$ cat src/rtl/div.sv
// Multi-cycle restoring divider for DIV/DIVU.
// One quotient bit is resolved per clock. Operands are converted to magnitudes
// when they are accepted. The signs are re-applied once the last iteration is done.
// The final result is {remainder, quotient}.
module div #(
    parameter int WIDTH = 32
) (
    input  logic               clk,
    input  logic               rst,
    input  logic               signed_div_i,
    input  logic [WIDTH-1:0]   opdata1_i,
    input  logic [WIDTH-1:0]   opdata2_i,
    input  logic               start_i,
    input  logic               annul_i,
    output logic [2*WIDTH-1:0] result_o,
    output logic               ready_o
);

    localparam int CNT_W = $clog2(WIDTH) + 1;

    typedef enum logic [1:0] {
        ST_FREE   = 2'd0,
        ST_BYZERO = 2'd1,
        ST_ON     = 2'd2,
        ST_END    = 2'd3
    } state_t;

    state_t             state_r;
    logic [CNT_W-1:0]   cnt_r;
    logic [2*WIDTH:0]   work_r;
    logic [WIDTH-1:0]   divisor_r;
    logic               sign1_r;
    logic               sign2_r;
    logic               signed_r;

    logic [WIDTH-1:0]   abs1_s;
    logic [WIDTH-1:0]   abs2_s;
    logic [2*WIDTH:0]   shifted_s;
    logic [WIDTH+1:0]   trial_s;
    logic [2*WIDTH:0]   next_work_s;
    logic [WIDTH-1:0]   quot_s;
    logic [WIDTH-1:0]   rem_s;

    // Two's-complement negation, shared by operand magnitude and result fixup
    function automatic logic [WIDTH-1:0] negate(input logic [WIDTH-1:0] x);
        negate = ~x + {{(WIDTH-1){1'b0}}, 1'b1};
    endfunction

    // Operand magnitudes, one shift-subtract step and signed result fixups
    always_comb begin
        if (signed_div_i && opdata1_i[WIDTH-1]) begin
            abs1_s = negate(opdata1_i);
        end else begin
            abs1_s = opdata1_i;
        end
        if (signed_div_i && opdata2_i[WIDTH-1]) begin
            abs2_s = negate(opdata2_i);
        end else begin
            abs2_s = opdata2_i;
        end

        shifted_s = {work_r[2*WIDTH-1:0], 1'b0};
        trial_s   = {1'b0, shifted_s[2*WIDTH:WIDTH]} - {2'b00, divisor_r};
        if (trial_s[WIDTH+1]) begin
            next_work_s = shifted_s;
        end else begin
            next_work_s = {trial_s[WIDTH:0], shifted_s[WIDTH-1:1], 1'b1};
        end

        if (signed_r && (sign1_r != sign2_r)) begin
            quot_s = negate(work_r[WIDTH-1:0]);
        end else begin
            quot_s = work_r[WIDTH-1:0];
        end
        if (signed_r && sign1_r) begin
            rem_s = negate(work_r[2*WIDTH-1:WIDTH]);
        end else begin
            rem_s = work_r[2*WIDTH-1:WIDTH];
        end
    end

    // Divider control FSM with registered result and ready
    always_ff @(posedge clk or negedge rst) begin
        if (!rst) begin
            state_r   <= ST_FREE;
            cnt_r     <= {CNT_W{1'b0}};
            work_r    <= {(2*WIDTH+1){1'b0}};
            divisor_r <= {WIDTH{1'b0}};
            sign1_r   <= 1'b0;
            sign2_r   <= 1'b0;
            signed_r  <= 1'b0;
            result_o  <= {(2*WIDTH){1'b0}};
            ready_o   <= 1'b0;
        end else begin
            case (state_r)
                ST_FREE: begin
                    ready_o  <= 1'b0;
                    result_o <= {(2*WIDTH){1'b0}};
                    if (start_i && !annul_i) begin
                        sign1_r   <= opdata1_i[WIDTH-1];
                        sign2_r   <= opdata2_i[WIDTH-1];
                        signed_r  <= signed_div_i;
                        divisor_r <= abs2_s;
                        work_r    <= {{(WIDTH+1){1'b0}}, abs1_s};
                        cnt_r     <= {CNT_W{1'b0}};
                        if (opdata2_i == {WIDTH{1'b0}}) begin
                            state_r <= ST_BYZERO;
                        end else begin
                            state_r <= ST_ON;
                        end
                    end else begin
                        state_r <= ST_FREE;
                    end
                end
                ST_BYZERO: begin
                    // Divide by zero yields all-zero result without a trap
                    result_o <= {(2*WIDTH){1'b0}};
                    state_r  <= ST_END;
                end
                ST_ON: begin
                    if (annul_i) begin
                        state_r <= ST_FREE;
                        cnt_r   <= {CNT_W{1'b0}};
                        ready_o <= 1'b0;
                    end else if (cnt_r == CNT_W'(WIDTH)) begin
                        state_r  <= ST_END;
                        ready_o  <= 1'b1;
                        result_o <= {rem_s, quot_s};
                    end else begin
                        work_r <= next_work_s;
                        cnt_r  <= cnt_r + {{(CNT_W-1){1'b0}}, 1'b1};
                    end
                end
                ST_END: begin
                    if (start_i) begin
                        ready_o <= 1'b1;
                    end else begin
                        state_r  <= ST_FREE;
                        ready_o  <= 1'b0;
                        result_o <= {(2*WIDTH){1'b0}};
                    end
                end
                default: begin
                    state_r  <= ST_FREE;
                    ready_o  <= 1'b0;
                    result_o <= {(2*WIDTH){1'b0}};
                end
            endcase
        end
    end

endmodule

$ cat config.mk
export PLATFORM = sky130hd
export DESIGN_NAME = div
export DESIGN_NICKNAME = d
export VERILOG_FILES = /design/src/rtl/div.sv
export SDC_FILE = /design/constraint.sdc
export NUM_CORES = 1
export LEC_CHECK = 0
export ABC_CLOCK_PERIOD_IN_PS = 8100
export CAP_MARGIN = 25
export CORE_MARGIN = 4
export CORE_UTILIZATION = 42
export CTS_CLUSTER_DIAMETER = 100
export DETAILED_ROUTE_END_ITERATION = 8
export PLACE_DENSITY_LB_ADDON = 0.08
export SLEW_MARGIN = 0
export SYNTH_ARGS = -nofsm -noshare
export SYNTH_HDL_FRONTEND = slang
export SYNTH_SLANG_ARGS = --single-unit
$ cat constraint.sdc
create_clock -name clk -period 8.1 [get_ports clk]
set_input_delay 0.81 -clock clk [delete_from_list [all_inputs] [get_ports clk]]
set_output_delay 0.81 -clock clk [all_outputs]
set_load 0.01 [all_outputs]
==> metrics.md, run 1 <==
| Metric | Value |
|---|---|
| Status | completed |
| Top-level port count | 134 |
| Synthesized instance count | 1373 |
| H-tree Lvls | 4 |
| Critical Path Source | work_r[41]$_DFFE_PN0P_ |
| Critical Path Max Stage Delay | 0.49 ns |
| Area grow syn2layout | 20.15% |
| Final net count | 1577 |
| Post-DP HPWL | 22180 um |
| Worst-skew pair later-pin latency | 0.44 ns |
| Post-Synth XOR/XNOR Area | 11.25% |
| RSZ-0062 raised after global routing | no |
| Reg2Reg Depth | 10 |
| Post-route setup TNS | 0 ns |
| Endpoints failing setup | 0 |
| First drt pass iteration count | 5 |
| Synth Area in Simple Gates | 19.35% |
| Worst Setup EP | work_r[46]$_DFFE_PN0P_ |
| Final min period | 3.519 ns |
| Nature of the critical path endpoint | register |
| Tcrit/Tclk final | 43.45% |
| FF-to-FF setup slack | 4.58 ns |
| Routed len/inst | 16.82 um |
| Most used cell, CP | o21ai_0 |
| Post-synthesis sequential area ratio | 37.88% |
| Syn Area/Cell | 8.276 um2 |
| Cts hold-fix bufs | 0 |
| Placement row count | 59 |
| P_leak | 5.832 nW |
| Largest cells by area after synthesis | dfrtp_1, o21ai_0, nand2_1 |
| Synthesized net count | 1485 |
| Worst VDD drop | 0.1453 mV |
| Max-slew violations | 0 |
| Final hold vios | 0 |
| Multiplexer area fraction after synthesis | 1.960% |
| Layout cell share with drive strength beyond 1 | 4.601% |
| GRT Resource Usage Total | 20.59% |
| Startpoint Class | register |
| Hold_ws | 0.4134 ns |
| CP max-delay cell | buf_4 |
| Routed wire length | 30490 um |
| CTS max path bufs | 2 |
| CTS tree | yes |
| Synth Flop Type | dfrtp_1 |
| Number of flops mapped to enable cells by yosys | 0 |
| Largest family of logic cells by synthesized area | compound AO/OA/AOI/OAI gates |
| Tot Pwr | 3.253 mW |
| Count leader, synth | nand2_1 |
| Max_cap viols | 0 |
| Die area | 29750 um2 |
| Antenna cells | 0 |
| First-pass GRT wire length | 49320 um |
| Initial Utilization | 43.12% |
| Reg-to-Reg Start | work_r[41]$_DFFE_PN0P_ |
| Detail Route Antenna Nets | 0 |
| Drt initial violations | 686 |
| Tightest Pin Transition | 1.026 ns |
| CP Data Arrival Time | 3.78 ns |
| Setup Fix Bufs, Post-CTS | 0 |
| Die Wd | 172.5 um |
| Number of global-route vias before repair | 9587 |
| Synth warn | 0 |
| PwrDens | 238.2 nW/um2 |
| Adder-Cell Fraction of Synth Area | 4.801% |
| Die height | 172.5 um |
| CP Max Fanout | 50 |
| Post-CTS resize count | 0 |
| Synth top cells by count | nand2_1, o21ai_0, dfrtp_1 |
| Path category of the worst min-delay check | in2async |
| Compound-cell area share of the yosys netlist | 20.45% |
| GP Congestion | 0.8787 |
| Area leader, netlist | dfrtp_1 |
| Clk slew on worst S/H paths | 0.07 ns |
| Worst Skew | 0.01643 ns |
| CP Class | reg2reg |
| RR Endpoint | work_r[46]$_DFFE_PN0P_ |
| Initial antenna violation count | 0 |
| Fmax | 284.1 MHz |
| Fin util | 51.81% |
| Congestion Overflow GR | 0 |
| CTS Buf Count | 17 |
| Core ar. | 26350 um2 |
| Largest net degree at the start of global routing | 97 |
| I/O Buffers | 133 |
| Clock root buffer master | clkbuf_16 |
| DRC | 0 |
| Post-synthesis register bit count | 172 |
| CP Cell Sequence | ha_1 -> a21oi_1 -> o21ai_0 -> a311o_1 -> nor3_2 -> o21ai_1 -> a41oi_4 -> buf_4 -> mux2i_1 -> o21ai_0 |
| FFs w/ async S/R, synth | 100.0% |
| Synth Cell Area | 11360 um2 |
| Yosys cell types | 73 |
| Clock sinks | 172 |
| Top cell type's share of synthesized area | 37.88% |
| Routed via count | 9859 |
| WP data required | 8.36 ns |
| Max-slew headroom | 31.39% |
| Drt via density | 5.438 |
[how the worst min path moves through the flow]
stage                                 to  slack (ns)                 startpoint
6_report         result_o[2]$_DFFE_PN0P_        0.41                        rst
5_1_grt         result_o[48]$_DFFE_PN0P_        0.50   result_o[48]$_DFFE_PN0P_
4_1_cts         result_o[48]$_DFFE_PN0P_        0.48   result_o[48]$_DFFE_PN0P_
3_5_place_dp    result_o[17]$_DFFE_PN0P_        0.47   result_o[17]$_DFFE_PN0P_
3_3_place_gp    result_o[48]$_DFFE_PN0P_        0.46   result_o[48]$_DFFE_PN0P_
2_1_floorplan  divisor_r[10]$_DFFE_PN0P_        0.45  divisor_r[10]$_DFFE_PN0P_
[metrics by stage]
step                cells  instance area [um2]  setup slack, ns
floorplan            1373                11360            5.147
global placement     1779                12920            4.445
detailed placement   1781                12970            4.384
CTS                  1813                13650            4.574
global route         1813                13650            4.300
finish               1813                13650            4.581
[cells in the final DEF, fill, tap and decap left out, types with 25 or more instances in the layout]
| cell | synthesis | final |
|---|---|---|
| nand2_1 | 236 | 235 |
| o21ai_0 | 207 | 207 |
| dfrtp_1 | 172 | 172 |
| clkdlybuf4s50_1 | 0 | 132 |
| a21oi_1 | 89 | 89 |
| xor2_1 | 83 | 83 |
| nor2_1 | 77 | 77 |
| xnor2_1 | 63 | 63 |
| inv_1 | 55 | 55 |
| ha_1 | 42 | 41 |
| nand3_1 | 27 | 25 |
[cell families after synthesis]
logic type | after synthesis
AOI/OAI and AO/OA | 397
adders and majority gates | 43
xor gates and xnor gates | 146
buffers and inverters | 124
muxes | 22
DFF | 172
and+or+nand+nor | 469
[worst max-delay path: cells and delay by family, from the launching register on]
family / cells / cell delay (ns)
DFF: 1 / 0.47
buffers and inverters: 1 / 0.49
and+or+nand+nor: 1 / 0.36
AOI/OAI and AO/OA: 6 / 1.34
muxes: 1 / 0.24
adders and majority gates: 1 / 0.40
[layer usage]
metal	global-route usage, %	wire [um]	share of wire, %	vias up
met1	27.87	14570	48	4631
met5	0	0	0	-
li1	-	-	-	4993
met4	4.853	399	1.3	0
met3	3.178	1255	4.1	24
met2	34.82	14270	47	211
[power breakdown]
| part | leakage (nW) | switching, mW | internal, mW |
|---|---|---|---|
| Combinational | 3.21 | 0.674 | 0.434 |
| Clock | 0.330 | 0.376 | 0.587 |
| Sequential | 2.30 | 0.174 | 1.01 |
[state kept, by name, summed over array words and instances (netlist names)]
register,count
ready_o,1
sign1_r,1
state_r,2
result_o,64
sign2_r,1
work_r,64
signed_r,1
divisor_r,32
cnt_r,6
[final cells by class]
cell class              count  area [um2]
fillers                  2510       12700
well taps                 335       419.2
flip-flops and latches    172        4304
multi-input cells        1077        6608
clock inverters            14       254.0
inverters                  55       206.4
repair buffers            142        1433
clock buffers              18       429.2
(Power assumes the default switching activity.)
==> run 2: changes to the inputs <==
Settings changed: ABC_CLOCK_PERIOD_IN_PS 8100 to 3300.
Clock period 8.1 ns to 3.3 ns, I/O delays scaled along.
==> metrics.md, run 2 (synthesis results as in run 1) <==
| Metric | Value |
|---|---|
| First-pass GRT wire length | 49540 um (was 49320 um) |
| Initial antenna violation count | 0 (unchanged) |
| Endpoints failing setup | 0 (unchanged) |
| Net Sw Frac | 39.86% (was 37.64%) |
| Reg-to-Reg Start | work_r[42]$_DFFE_PN0P_ (was work_r[41]$_DFFE_PN0P_) |
| I/O Buffers | 133 (unchanged) |
| GRT Resource Usage Total | 20.47% (was 20.59%) |
| Number of fill cells | 2610 (was 2510) |
| Top-level port count | 134 (unchanged) |
| Die height | 172.5 um (unchanged) |
| Final net count | 1616 (was 1577) |
| CP Class | reg2reg (unchanged) |
| Fin util | 52.64% (was 51.81%) |
| Placement row count | 59 (unchanged) |
| Final hold vios | 0 (unchanged) |
| Critical Path Source | work_r[42]$_DFFE_PN0P_ (was work_r[41]$_DFFE_PN0P_) |
| CTS tree | yes (unchanged) |
| Startpoint Class | register (unchanged) |
| Congestion Overflow GR | 0 (unchanged) |
| Largest net degree at the start of global routing | 75 (was 97) |
| Internal power | 4.631 mW (was 2.028 mW) |
| Clock sinks | 172 (unchanged) |
| Antenna cells | 0 (unchanged) |
| Drt initial violations | 693 (was 686) |
| Worst Skew | 0.02194 ns (was 0.01643 ns) |
| Path category of the worst min-delay check | in2async (unchanged) |
| Post-route setup TNS | 0 ns (unchanged) |
| Sequential power share | 37.4% (was 36.3%) |
| Max_cap viols | 0 (unchanged) |
| Max-slew headroom | 39.39% (was 31.39%) |
| Final min period | 3.032 ns (was 3.519 ns) |
| GP Congestion | 0.8343 (was 0.8787) |
| Die Wd | 172.5 um (unchanged) |
| Core ar. | 26350 um2 (unchanged) |
| Area grow syn2layout | 22.08% (was 20.15%) |
| Layout cell share with drive strength beyond 1 | 7.383% (was 4.601%) |
| Die area | 29750 um2 (unchanged) |
| CP Cell Sequence | ha_1 -> a21oi_1 -> nand2_1 -> nor4_2 -> buf_4 -> nor3_1 -> o41a_1 -> a311oi_2 -> xor2_1 -> o31ai_1 (was ha_1 -> a21oi_1 -> o21ai_0 -> a311o_1 -> nor3_2 -> o21ai_1 -> a41oi_4 -> buf_4 -> mux2i_1 -> o21ai_0) |
| CTS Buf Count | 17 (unchanged) |
| Combinational share of power | 36.6% (was 34.1%) |
| P_leak | 5.979 nW (was 5.832 nW) |
| RSZ-0062 raised after global routing | no (unchanged) |
| Commonest non-fill, non-tap cells in the layout | nand2_1, o21ai_0, dfrtp_1 (unchanged) |
| PwrDens | 555.1 nW/um2 (was 238.2 nW/um2) |
| Tcrit/Tclk final | 91.88% (was 43.45%) |
| Drt via density | 5.445 (was 5.438) |
| Post-DP HPWL | 22760 um (was 22180 um) |
| Status | completed (unchanged) |
| CP Max Fanout | 7 (was 50) |
| Biggest regs | result_o x64, work_r x64, divisor_r x32 (unchanged) |
| Clk slew on worst S/H paths | 0.08 ns (was 0.07 ns) |
| Fmax | 329.8 MHz (was 284.1 MHz) |
| Routed wire length | 30280 um (was 30490 um) |
| NetSw | 3.070 mW (was 1.224 mW) |
| Critical Path Max Stage Delay | 0.49 ns (about the same) |
| Routed via count | 10090 (was 9859) |
| Clock Power Share | 26.0% (was 29.6%) |
| FF-to-FF setup slack | 0.27 ns (was 4.58 ns) |
| Nature of the critical path endpoint | register (unchanged) |
| Clock root buffer master | clkbuf_16 (unchanged) |
| First drt pass iteration count | 5 (unchanged) |
| CP Data Arrival Time | 3.32 ns (was 3.78 ns) |
| Routed len/inst | 16.35 um (was 16.82 um) |
| H-tree Lvls | 4 (unchanged) |
| Tightest Pin Transition | 0.9092 ns (was 1.026 ns) |
| Number of global-route vias before repair | 9704 (was 9587) |
| WP data required | 3.59 ns (was 8.36 ns) |
| Initial Utilization | 43.12% (unchanged) |
| Worst-skew pair later-pin latency | 0.44 ns (about the same) |
| Max-slew violations | 0 (unchanged) |
| CP max-delay cell | dfrtp_1 (was buf_4) |
| CTS max path bufs | 2 (unchanged) |
| Tot Pwr | 7.701 mW (was 3.253 mW) |
| DRC | 0 (unchanged) |
| Commonest non-fill, non-tap cell in the layout | nand2_1 (unchanged) |
| Worst VDD drop | 0.3470 mV (was 0.1453 mV) |
| Detail Route Antenna Nets | 0 (unchanged) |
-- run 2: cell count changes in the layout (fill, tap and decap cells not counted), sizes merged --
cell / delta
dlygate4sd3: +1
clkinv: +3
clkinvlp: +1
bufinv: -6
inv: +3
clkbuf: -1
buf: +38
-- run 2: worst max-delay path, delay by kind of cell (launching register included) --
kind | cells | cell delay (ns)
buf+inv | 1 | 0.16
xor+xnor | 1 | 0.18
fa+ha+maj | 1 | 0.43
compound gates | 4 | 1.17
flops | 1 | 0.49
simple gates | 3 | 0.45
-- run 2: repair_timing --
item                                   4_1_cts  5_1_grt
endpoints found under the hold margin       64        0
resized for setup                            0        5
setup endpoints to repair                    0        6
setup buffers                                0        0
hold buffers                                 1        0
-- run 2: layer usage --
layer	track usage [%]	part of all wire, %	up-vias
met5	0	0	-
met4	4.272	1.3	0
met3	2.675	4.1	28
met2	34.31	47	231
met1	28.50	47	4738
li1	-	-	5088
-- run 2: area by class of cell --
| cell class | count | area, um2 | area share, % |
|---|---|---|---|
| sequential | 172 | 4304 | 31.03 |
| timing repair buffer | 181 | 1733 | 12.49 |
| clock buffer | 17 | 425.4 | 3.067 |
| multi-input combinational | 1077 | 6631 | 47.80 |
| inverter | 55 | 206.4 | 1.488 |
| clock inverter | 15 | 152.6 | 1.100 |
| tap | 335 | 419.2 | 3.022 |
-- run 2: worst paths after layout --
kind | endpoint | cells past startpoint
setup / recovery | work_r[62]$_DFFE_PN0P_ | 10
hold / removal | work_r[5]$_DFFE_PN0P_ | 2
setup reg to reg | work_r[62]$_DFFE_PN0P_ | 10
hold reg to reg | result_o[12]$_DFFE_PN0P_ | 2
max in group asynchronous | result_o[26]$_DFFE_PN0P_ | 3
min in group clk | result_o[12]$_DFFE_PN0P_ | 2
-- run 2: through the flow --
stage	instance area, um2	setup WS [ns]	cells	hold slack (ns)
5_1_grt	13870	0.01879	1852	0.4968
3_5_place_dp	13260	0.05833	1819	0.3728
2_1_floorplan	11360	0.3474	1373	0.03441
6_report	13870	0.2678	1852	0.4598
3_3_place_gp	13260	0.08919	1819	0.3759
4_1_cts	13850	0.03807	1852	0.4755
-- run 2: power by group through the flow --
stage | logic (mW) | clock network, mW | registers (mW)
after floorplan | 2.03 | 0 | 2.80
after global placement | 2.80 | 0 | 2.91
after detailed placement | 2.81 | 0 | 2.92
after CTS | 2.83 | 2.05 | 2.88
after global routing | 3.20 | 2.14 | 2.95
final | 2.82 | 2.00 | 2.88
